--- src/rtl/knn_label_vote.sv ---
// knn_label_vote
// Sequential majority vote over the K nearest-neighbour labels produced by
// the KNN core. A single equality comparator walks every (i, j) slot pair,
// so a vote over k neighbours takes k*k cycles. For each candidate slot i
// the matches are accumulated. The best count so far is kept with a strict
// greater-than test, so on a tie the candidate nearest to the query wins.
//
// Ports:
//   clk          clock
//   rst          synchronous active-high reset
//   start        single-cycle request, honoured only while idle
//   k_sel        neighbours taking part (0 or > N_NEIGHBOUR selects all)
//   labels_in    packed labels, slot i at [LABEL*(i+1)-1 : LABEL*i]
//   busy         vote in progress (including the done cycle)
//   done         one-cycle pulse when result_* has been updated
//   result_label winning label, held until the next done
//   result_count votes for result_label, held until the next done
module knn_label_vote #(
  parameter int LABEL       = 8,
  parameter int N_NEIGHBOUR = 10,
  parameter int CNT_W       = $clog2(N_NEIGHBOUR + 1)
) (
  input  logic                         clk,
  input  logic                         rst,
  input  logic                         start,
  input  logic [CNT_W-1:0]             k_sel,
  input  logic [LABEL*N_NEIGHBOUR-1:0] labels_in,
  output logic                         busy,
  output logic                         done,
  output logic [LABEL-1:0]             result_label,
  output logic [CNT_W-1:0]             result_count
);

  typedef enum logic [1:0] {
    IDLE  = 2'd0,
    COUNT = 2'd1,
    DONE  = 2'd2
  } state_t;

  localparam logic [CNT_W-1:0] N_CNT = CNT_W'(N_NEIGHBOUR);
  localparam logic [CNT_W-1:0] ONE   = CNT_W'(1);

  state_t                         state_reg;
  logic [LABEL*N_NEIGHBOUR-1:0]   lab_reg;
  logic [CNT_W-1:0]               k_reg;
  logic [CNT_W-1:0]               i_reg;
  logic [CNT_W-1:0]               j_reg;
  logic [CNT_W-1:0]               cnt_reg;
  logic [CNT_W-1:0]               best_cnt_reg;
  logic [LABEL-1:0]               best_label_reg;
  logic                           busy_reg;
  logic                           done_reg;
  logic [LABEL-1:0]               result_label_reg;
  logic [CNT_W-1:0]               result_count_reg;

  // Unpacked view of the captured labels so the two read ports are plain
  // array selects.
  logic [LABEL-1:0] lab_slot [N_NEIGHBOUR];

  genvar gi;
  generate
    for (gi = 0; gi < N_NEIGHBOUR; gi++) begin : g_slot
      assign lab_slot[gi] = lab_reg[LABEL*gi +: LABEL];
    end
  endgenerate

  logic [LABEL-1:0] lab_i;
  logic [LABEL-1:0] lab_j;
  logic             match;
  logic [CNT_W-1:0] tot;
  logic [CNT_W-1:0] k_last;
  logic             better;
  logic [CNT_W-1:0] k_eff;

  always_comb begin
    lab_i  = '0;
    lab_j  = '0;
    for (int s = 0; s < N_NEIGHBOUR; s++) begin
      if (i_reg == CNT_W'(s)) lab_i = lab_slot[s];
      if (j_reg == CNT_W'(s)) lab_j = lab_slot[s];
    end
    match  = (lab_i == lab_j);
    // tot is the full vote for candidate i once j reaches the last slot.
    tot    = cnt_reg + {{(CNT_W-1){1'b0}}, match};
    k_last = k_reg - ONE;
    better = (tot > best_cnt_reg);
    // Zero or an out-of-range k_sel falls back to using every slot.
    if (k_sel == '0 || k_sel > N_CNT) k_eff = N_CNT;
    else                              k_eff = k_sel;
  end

  always_ff @(posedge clk) begin
    if (rst) begin
      state_reg        <= IDLE;
      lab_reg          <= '0;
      k_reg            <= '0;
      i_reg            <= '0;
      j_reg            <= '0;
      cnt_reg          <= '0;
      best_cnt_reg     <= '0;
      best_label_reg   <= '0;
      busy_reg         <= 1'b0;
      done_reg         <= 1'b0;
      result_label_reg <= '0;
      result_count_reg <= '0;
    end else begin
      case (state_reg)
        IDLE: begin
          done_reg <= 1'b0;
          if (start) begin
            lab_reg        <= labels_in;
            k_reg          <= k_eff;
            i_reg          <= '0;
            j_reg          <= '0;
            cnt_reg        <= '0;
            best_cnt_reg   <= '0;
            best_label_reg <= '0;
            busy_reg       <= 1'b1;
            state_reg      <= COUNT;
          end
        end

        COUNT: begin
          if (j_reg != k_last) begin
            cnt_reg <= tot;
            j_reg   <= j_reg + ONE;
          end else begin
            if (better) begin
              best_cnt_reg   <= tot;
              best_label_reg <= lab_i;
            end
            cnt_reg <= '0;
            j_reg   <= '0;
            if (i_reg == k_last) begin
              // Results take the final candidate into account directly so
              // they are valid in the same cycle done is high.
              state_reg        <= DONE;
              done_reg         <= 1'b1;
              result_label_reg <= better ? lab_i : best_label_reg;
              result_count_reg <= better ? tot   : best_cnt_reg;
            end else begin
              i_reg <= i_reg + ONE;
            end
          end
        end

        DONE: begin
          done_reg  <= 1'b0;
          busy_reg  <= 1'b0;
          state_reg <= IDLE;
        end

        default: begin
          state_reg <= IDLE;
          busy_reg  <= 1'b0;
          done_reg  <= 1'b0;
        end
      endcase
    end
  end

  assign busy         = busy_reg;
  assign done         = done_reg;
  assign result_label = result_label_reg;
  assign result_count = result_count_reg;

endmodule

--- config.mk ---
export PLATFORM = sky130hd
export DESIGN_NAME = knn_label_vote
export DESIGN_NICKNAME = d
export VERILOG_FILES = /design/src/rtl/knn_label_vote.sv
export SDC_FILE = /design/constraint.sdc
export NUM_CORES = 1
export LEC_CHECK = 0
export BUFFER_PORTS_ARGS = -buffer_cell sky130_fd_sc_hd__buf_2
export CAP_MARGIN = 20
export CORE_MARGIN = 2
export CORE_UTILIZATION = 45
export CTS_BUF_LIST = sky130_fd_sc_hd__clkbuf_8
export CTS_CLUSTER_DIAMETER = 50
export DETAILED_ROUTE_END_ITERATION = 7
export PLACE_DENSITY_LB_ADDON = 0.08
export RECOVER_POWER = 25
export SLEW_MARGIN = 30
export SYNTH_ARGS = -nofsm -noshare
export SYNTH_HDL_FRONTEND = slang
export SYNTH_SLANG_ARGS = --single-unit
--- constraint.sdc ---
create_clock -name clk -period 6.15 [get_ports clk]
set_clock_uncertainty 0.1 [all_clocks]
set_input_delay 0.3075 -clock clk [delete_from_list [all_inputs] [get_ports clk]]
set_output_delay 0.3075 -clock clk [all_outputs]
set_load 0.01 [all_outputs]
# Word-level counts from Yosys, hierarchy flattened
# Cells that the tools add are included.
dict set report word_totals {
  out_inout_bits 14
  in_bits 87
  wordCells 103
  regBits 124
}
dict set report op_classes {
  bitwise_logic 2
  reduce_logical 15
  addsub 4
  eq_ne 26
  order_cmp 2
  muxes 42
}
# operator count
set op_table {}
lappend op_table {{8-bit 2-to-1 mux} 23}
lappend op_table {{4-bit by 3-bit == test with 1-bit output (second input constant)} 8}
lappend op_table {{4-bit 2-to-1 mux} 8}
lappend op_table {{4-bit case mux with 2 select lines} 4}
lappend op_table {{4-bit by 2-bit == test with 1-bit output (second input constant)} 4}
lappend op_table {{4-bit == test (second input constant)} 4}
lappend op_table {{8-bit case mux with 2 select lines} 1}
lappend op_table {{4-bit zero test} 3}
lappend op_table {{3-bit AND reduction} 3}
lappend op_table {{4-bit by 1-bit adder with 4-bit output (second input constant)} 2}
lappend op_table {{4-bit by 1-bit == test with 1-bit output (second input constant)} 2}
lappend op_table {{8-bit == test} 1}
lappend op_table {{2-bit inequality test (second input constant)} 4}
lappend op_table {{2-bit AND reduction} 4}
lappend op_table {{2-bit 2-to-1 mux} 3}
lappend op_table {{4-bit by 1-bit adder with 4-bit output} 1}
lappend op_table {{4-bit == test} 1}
lappend op_table {{4-bit greater-than comparator} 1}
lappend op_table {{4-bit greater-than comparator (second input constant)} 1}
lappend op_table {{4-bit inequality test} 1}
lappend op_table {{2-bit case mux with 2 select lines} 1}
lappend op_table {{4-bit AND reduction} 1}
lappend op_table {{4-bit by 1-bit subtractor with 4-bit output (second input constant)} 1}
lappend op_table {{2-bit by 1-bit == test with 1-bit output (second input constant)} 1}
lappend op_table {{other kinds (7)} 8}

# Longest topological paths before layout
# Gate-level depths: netlist of the first run.
dict set report logic_depth {
  word_depth 17
  depth_mapped 23
  mapped_depth_nobuf 19
}

# Worst setup path after synthesis of the first run
# Ideal clock, no wire load.
dict set report synth_path {
  kind {register to register}
  startpoint {register j_reg[0]}
  endpoint {register result_label_reg[2], in the netlist result_label[2]}
  n_path_buf 2
  slack_ps 1693
  stages_incl_launch_ff 21
  required_ps 5914
  synth_period_minus_slack_ps 4457
  t_arrival_ps 4221
  setup_ps 136
  cell_sequence {dfxtp_1 > inv_1 > ha_1 > buf_2 > or2_2 > o311ai_0 > o211ai_1 > a32oi_1 > xnor2_1 > nand4_1 > nor4_2 > ha_1 > ha_1 > ha_1 > nor2b_1 > o21a_1 > o21a_1 > o21ai_4 > buf_2 > mux2i_1 > a211oi_1}
}
dict set report synth_between {
  elab_chain_len 15
  word_cells_on_any_way 27
  classes_between {add/sub (1); order compare (1); eq/ne (11); mux (11); bitwise (1); reduce/logical (2)}
}
# element line
set synth_rtl {}
lappend synth_rtl {{start, declared} 47} ;# logic [CNT_W-1:0] j_reg;
lappend synth_rtl {{start signal, assigned} 126} ;# j_reg <= j_reg + ONE;
lappend synth_rtl {{4-bit zero test} 80} ;# if (j_reg == CNT_W'(s)) lab_j = lab_slot[s];
lappend synth_rtl {{8-bit 2-to-1 mux (10 in series)} 80}
lappend synth_rtl {{8-bit == test} 82} ;# match = (lab_i == lab_j);
lappend synth_rtl {{4-bit by 1-bit adder with 4-bit output} 84} ;# tot = cnt_reg + {{(CNT_W-1){1'b0}}, match};
lappend synth_rtl {{4-bit greater-than comparator} 86} ;# better = (tot > best_cnt_reg);
lappend synth_rtl {{8-bit 2-to-1 mux} -}
lappend synth_rtl {{end signal, assigned} 139} ;# result_label_reg <= better ? lab_i : best_label_reg;
lappend synth_rtl {{end, declared} 53} ;# logic [LABEL-1:0] result_label_reg;
# Several ways; a longest one is shown, not always the timed one.
# A chain may end at the register's enable or synchronous reset.

# Final worst setup path of the first run
dict set report layout_path {
  startpoint {register i_reg[1]}
  endpoint {register result_label_reg[0], in the netlist result_label[0]}
}
dict set report layout_between {
  elab_chain_len 15
  word_cells_on_any_way 26
  classes_between {add/sub (1); order compare (1); eq/ne (11); mux (11); reduce/logical (2)}
}
# element line
set layout_rtl {}
lappend layout_rtl {{start, declared} 46} ;# logic [CNT_W-1:0] i_reg;
lappend layout_rtl {{start signal, assigned} 142} ;# i_reg <= i_reg + ONE;
lappend layout_rtl {{4-bit zero test} 79} ;# if (i_reg == CNT_W'(s)) lab_i = lab_slot[s];
lappend layout_rtl {{8-bit 2-to-1 mux (10 in series)} 79}
lappend layout_rtl {{8-bit == test} 82}
lappend layout_rtl {{4-bit by 1-bit adder with 4-bit output} 84}
lappend layout_rtl {{4-bit greater-than comparator} 86}
lappend layout_rtl {{8-bit 2-to-1 mux} -}
# Several ways; a longest one is shown, not always the timed one.

==> results of run 1 <==
==> metrics by stage <==
step / hold slack, ns / power, mW / cells
6_report: 0.01602 / 1.861 / 1309
5_1_grt: 0.009376 / 1.944 / 1309
4_1_cts: 0.0002373 / 1.872 / 1309
3_5_place_dp: 0.3527 / 1.172 / 1202
3_3_place_gp: 0.3451 / 1.171 / 1202
2_1_floorplan: 0.3363 / 1.075 / 946
==> worst paths after layout <==
kind / start / end / slack (ns) / cells after the start
worst max-delay path: i_reg[1] / result_label[0] / 0.73 / 20
worst min-delay path: labels_in[79] / lab_reg[79] / 0.02 / 3
worst max register to register: i_reg[1] / result_label[0] / 0.73 / 20
worst min register to register: lab_reg[16] / lab_reg[16] / 0.36 / 2
==> cells by family after synthesis <==
logic type	Yosys count	share of synthesized area [%]
flip-flops	124	34.98
buffers and inverters	104	6.453
multiplexers	16	2.309
AO/OA/AOI/OAI	281	25.34
adder cells (fa/ha/maj)	15	2.645
AND/OR/NAND/NOR	385	25.19
XOR/XNOR	21	3.085
==> report_power, final <==
part           switching [mW]  total [mW]  internal, mW
sequential             0.0398       0.879         0.839
clock                   0.314       0.666         0.352
combinational           0.170       0.316         0.146
==> cells in the final DEF, fill, tap and decap left out, types with 9 or more instances in the layout <==
cell type	count
nand2_1	215
a21oi_1	151
dfxtp_1	124
buf_2	85
dlygate4sd3_1	75
nor2_1	49
inv_1	30
nor2b_1	23
o21ai_0	23
nand3b_1	21
nand3_1	21
clkbuf_8	21
buf_4	21
nor3b_1	18
a211oi_1	18
clkbuf_1	15
xnor2_1	14
ha_1	14
mux2i_1	13
nand2b_1	10
o211ai_1	9
==> worst register-to-register path: stages (launching register included) <==
cell and delay, ns:
dfxtp_1 0.36, inv_1 0.12, ha_1 0.76, buf_4 0.33, a21oi_1 0.12, a221oi_4 0.35
a2111oi_4 0.11, a211oi_4 0.29, xnor2_1 0.16, nand4_1 0.13, nor4_2 0.33, ha_1 0.24
ha_1 0.16, xor2_1 0.32, ha_1 0.31, o21a_1 0.11, o21a_1 0.21, o21ai_4 0.16
buf_4 0.26, mux2i_1 0.24, a211oi_2 0.08
==> metal layers <==
metal | GRT usage, % | routed length (um)
met4 | 9.235 | 493
met2 | 41.79 | 9863
met5 | 0 | 0
met1 | 36.46 | 10130
met3 | 5.078 | 1385
==> cell type report <==
cell class	count	area, um2	share of cell area, %
clock buffer	21	289.0	3.302
clock inverter	11	77.57	0.8862
inverter	28	105.1	1.201
multi-input combinational	718	4145	47.36
sequential	124	2482	28.36
tap	211	264.0	3.016
timing repair buffer	196	1390	15.88
==> flow_summary.yaml, run 1 <==
drt:
  drt_iter0_markers: 829
  ant_nets: 0
  vias_per_cell: 5.427
  wl_um: 21870
  drt_pre_antenna_iters: 6
  num_vias: 7104
  drc: 0
  wire_per_inst_um: 16.71
place:
  dp_hpwl_um: 15190
  place_congestion: 0.9975
  dp_slack_ns: 0.7885
  placed_cell_area_um2: 7675
  io_buffers: 100
hold_path:
  holdCritPathClass: "primary input to flop"
synth:
  synth_top_area_share_pct: 34.98
  synth.area.top_cells: "dfxtp_1 (35%), nand2_1 (11%), a21oi_1 (11%)"
  ys_ff_latch: 124
  ys_seq_area_share_pct: 34.98
  synthDistinctLibCells: 69
  synthFlopType: "dfxtp_1"
  synth.avg_cell_area_um2: 7.502
  ys_top_cells_by_count: "nand2_1 (215), a21oi_1 (151), dfxtp_1 (124), nor2_1 (49), clkbuf_1 (38)"
  syn_nets: 1048
  netlist_instances: 946
  yosysMostFrequentCell: "nand2_1"
  yosysTopAreaCell: "dfxtp_1"
  netlist_area_um2: 7097
  async_flop_share_pct: 0
  synth_edf_count: 0
  yosysWarnings: 0
final_layout:
  num-fill-cells: 1559
  final_area_um2: 8753
  largest_reg_flops: 80
  synthToLayoutAreaGrowth_pct: 23.34
  nets: 1187
  drive_gt1_share_pct: 14.66
  fin_util_pct: 57.16
  diodes: 0
critical_path:
  path_buf_inv: 3
  crit_path_frequent_cell: "ha_1"
  worstSetupEndpointType: "flop"
  worst_path_largest_cell_delay_ns: 0.76
  start_kind: "flop"
  critPathSlowestCell: "ha_1"
  cp.required_ns: 6.36
  arrival_ns: 5.63
  worstSetupPathType: "flop to flop"
  crit_fanout: 25
  path_delay_family: "adder cells"
  cp_cell_sequence: "inv_1, ha_1, buf_4, a21oi_1, a221oi_4, a2111oi_4, a211oi_4, xnor2_1, nand4_1, nor4_2, ha_1, ha_1, xor2_1, ha_1, o21a_1, o21a_1, o21ai_4, buf_4, mux2i_1, a211oi_2"
die:
  num_rows: 45
  die_w_um: 129.6
  num_io_pins: 101
  die_area_um2: 16790
  initial_utilization_pct: 46.34
  core_area_um2: 15310
  die_h_um: 129.6
timing:
  tns_ns: 0
  fin_ws_ns: 0.7341
  fmax_mhz: 184.6
  setup_viol: 0
  period_needed_ns: 5.416
  slew_viol_final: 91
  worst_pin_slew_ns: 2.440
  hold_viol_final: 0
  slew_headroom_pct: -62.69
  rsz0062_at_grt: "no"
  post-route-period-util_pct: 88.06
global_routing:
  grtUsageTotal_pct: 26.55
  grt_pass1_wl_um: 34610
  grt_max_degree: 66
  first_global_vias: 6633
  grt_overflow_total: 0
  antenna_found_initial: 0
outcome:
  status: "complete, but fails checks"
  violations: "max-capacitance violations, max-slew violations"
clocking:
  cts-root-buf: "clkbuf_8"
  cts_tree: "built"
  h-tree-depth: 4
  clk_path_buf_depth: 2
  clk_pin_slew_ns: 0.07
  cts_resized: 0
  hold_buffers: 75
  cts_buffers: 17
  worstSkewPairLatency_ns: 0.46
  cts.sinks: 124
  cts_setup_buffers: 0
pwr:
  peakVddDrop_mv: 0.2098
  power.density_nw_per_um2: 212.6
  p_leak_nw: 3.314
run:
  maxCapViolations: 2
(Power assumes the default switching activity.)
==> inputs of run 2 (changes only) <==
==> constraint.sdc (replaced) <==
create_clock -name clk -period 6.15 [get_ports clk]
set_clock_uncertainty 0.1 [all_clocks]
set_input_delay 0.3075 -clock clk [delete_from_list [all_inputs] [get_ports clk]]
set_output_delay 0.3075 -clock clk [all_outputs]
set_load 0.005 [all_outputs]
==> flow_summary.yaml, run 2 (synthesis gave the netlist of run 1 again) <==
hold_path:
  holdCritPathClass: "primary input to flop"
  hold_start: "labels_in[79]"
timing:
  fmax_mhz: 184.7
  rsz0062_at_grt: "no"
  fin_ws_ns: 0.7350
  hold_viol_final: 0
  tns_ns: 0
  post-route-period-util_pct: 88.05
  setup_viol: 0
  slew_headroom_pct: -62.69
  slew_viol_final: 91
  period_needed_ns: 5.415
  worst_pin_slew_ns: 2.440
  whs_ns: 0.01651
drt:
  wire_per_inst_um: 16.72
  drt_iter0_markers: 829
  num_vias: 7112
  drc: 0
  ant_nets: 0
  drt_pre_antenna_iters: 6
  wl_um: 21890
  vias_per_cell: 5.433
critical_path:
  crit_path_frequent_cell: "ha_1"
  worst_path_largest_cell_delay_ns: 0.76
  start_kind: "flop"
  cp-startpoint: "i_reg[1]"
  r2r_start: "i_reg[1]"
  cp.required_ns: 6.36
  arrival_ns: 5.63
  path_buf_inv: 3
  critPathSlowestCell: "ha_1"
  crit_fanout: 25
  cp_cell_sequence: "inv_1, ha_1, buf_4, a21oi_1, a221oi_4, a2111oi_4, a211oi_4, xnor2_1, nand4_1, nor4_2, ha_1, ha_1, xor2_1, ha_1, o21a_1, o21a_1, o21ai_4, buf_4, mux2i_1, a211oi_2"
  path_delay_family: "adder cells"
  worstSetupEndpointType: "flop"
  worstSetupPathType: "flop to flop"
clocking:
  clk_pin_slew_ns: 0.07
  h-tree-depth: 4
  worstSkewPairLatency_ns: 0.46
  cts-root-buf: "clkbuf_8"
  cts_resized: 0
  cts_buffers: 17
  cts_setup_buffers: 0
  cts.sinks: 124
  cts_tree: "built"
  clk_path_buf_depth: 2
run:
  maxCapViolations: 2
place:
  dp.cells: 1202
  dp_hpwl_um: 15190
  place_congestion: 0.9975
  io_buffers: 100
  placed_cell_area_um2: 7675
  dp_slack_ns: 0.7885
global_routing:
  grtUsageTotal_pct: 26.55
  grt_max_degree: 66
  grt_pass1_wl_um: 34610
  first_global_vias: 6633
  antenna_found_initial: 0
  grt_overflow_total: 0
final_layout:
  synthToLayoutAreaGrowth_pct: 23.40
  stdcell_count: 1309
  diodes: 0
  drive_gt1_share_pct: 14.94
  largest_reg_flops: 80
  final_cell_mix: "nand2_1 (215), a21oi_1 (151), dfxtp_1 (124), buf_2 (88), dlygate4sd3_1 (75)"
  final_area_um2: 8757
  nets: 1187
  final_common_cell: "nand2_1"
pwr:
  p_int_mw: 1.337
  power_frac_seq_pct: 47.2
  power_frac_comb_pct: 17.0
  power.density_nw_per_um2: 212.5
  swShare_pct: 28.11
  peakVddDrop_mv: 0.2098
  p_leak_nw: 3.327
  netSwitchingPower_uw: 523.1
  pwr-share-clk_pct: 35.8
die:
  num_rows: 45
  initial_utilization_pct: 46.34
  die_w_um: 129.6
  die_area_um2: 16790
  core_area_um2: 15310
  num_io_pins: 101
  die_h_um: 129.6
outcome:
  violations: "max-capacitance violations, max-slew violations"
  status: "complete, but fails checks"
## run 2: changes by cell type in the layout (fill, tap and decap cells not counted), sizes merged
cell,change
buf,+3
clkbuf,-3
## run 2: cell type report
| class | instances | area [um2] |
|---|---|---|
| sequential | 124 | 2482 |
| fill | 1557 | 6558 |
| tap | 211 | 264.0 |
| multi-input combinational | 718 | 4145 |
| clock inverter | 11 | 77.57 |
| timing repair buffer | 196 | 1394 |
| inverter | 28 | 105.1 |
| clock buffer | 21 | 289.0 |
## run 2: power by group through the flow
stage | Combinational, mW | Sequential (mW) | Clock, mW
after floorplan | 0.197 | 0.878 | 0
after global placement | 0.275 | 0.895 | 0
after detailed placement | 0.276 | 0.896 | 0
after CTS | 0.313 | 0.878 | 0.680
after global routing | 0.348 | 0.882 | 0.713
final | 0.316 | 0.879 | 0.666
## run 2: what timing repair did
| item | CTS | global route |
|---|---|---|
| setup endpoints to repair | 0 | 0 |
| hold buffers | 75 | 0 |
| hold endpoints to repair | 75 | 0 |
## run 2: path summary, 6_finish.rpt
check | endpoint | slack (ns) | cells after the start
max | result_label[0] | 0.74 | 20
min | lab_reg[79] | 0.02 | 3
max reg2reg | result_label[0] | 0.74 | 20
min reg2reg | lab_reg[16] | 0.36 | 2
## run 2: worst reg2reg max path, cell delays in order, from the launching register on
cell	delay (ns)
dfxtp_1	0.36
inv_1	0.12
ha_1	0.76
buf_4	0.33
a21oi_1	0.12
a221oi_4	0.35
a2111oi_4	0.11
a211oi_4	0.29
xnor2_1	0.16
nand4_1	0.13
nor4_2	0.33
ha_1	0.24
ha_1	0.16
xor2_1	0.32
ha_1	0.31
o21a_1	0.11
o21a_1	0.21
o21ai_4	0.16
buf_4	0.26
mux2i_1	0.24
a211oi_2	0.08
## run 2: layer usage
layer,track usage (%),up-vias,share of wire [%]
met2,41.79,254,45
li1,-,3563,-
met4,9.235,0,2.3
met3,5.078,39,6.6
met5,0,-,0
met1,36.46,3256,46
## run 2: per-stage QoR
step                power (mW)  utilization (%)
global route             1.944            57.18
global placement         1.171            50.10
CTS                      1.871            57.41
floorplan                1.075                -
finish                   1.861            57.18
detailed placement       1.172            50.11
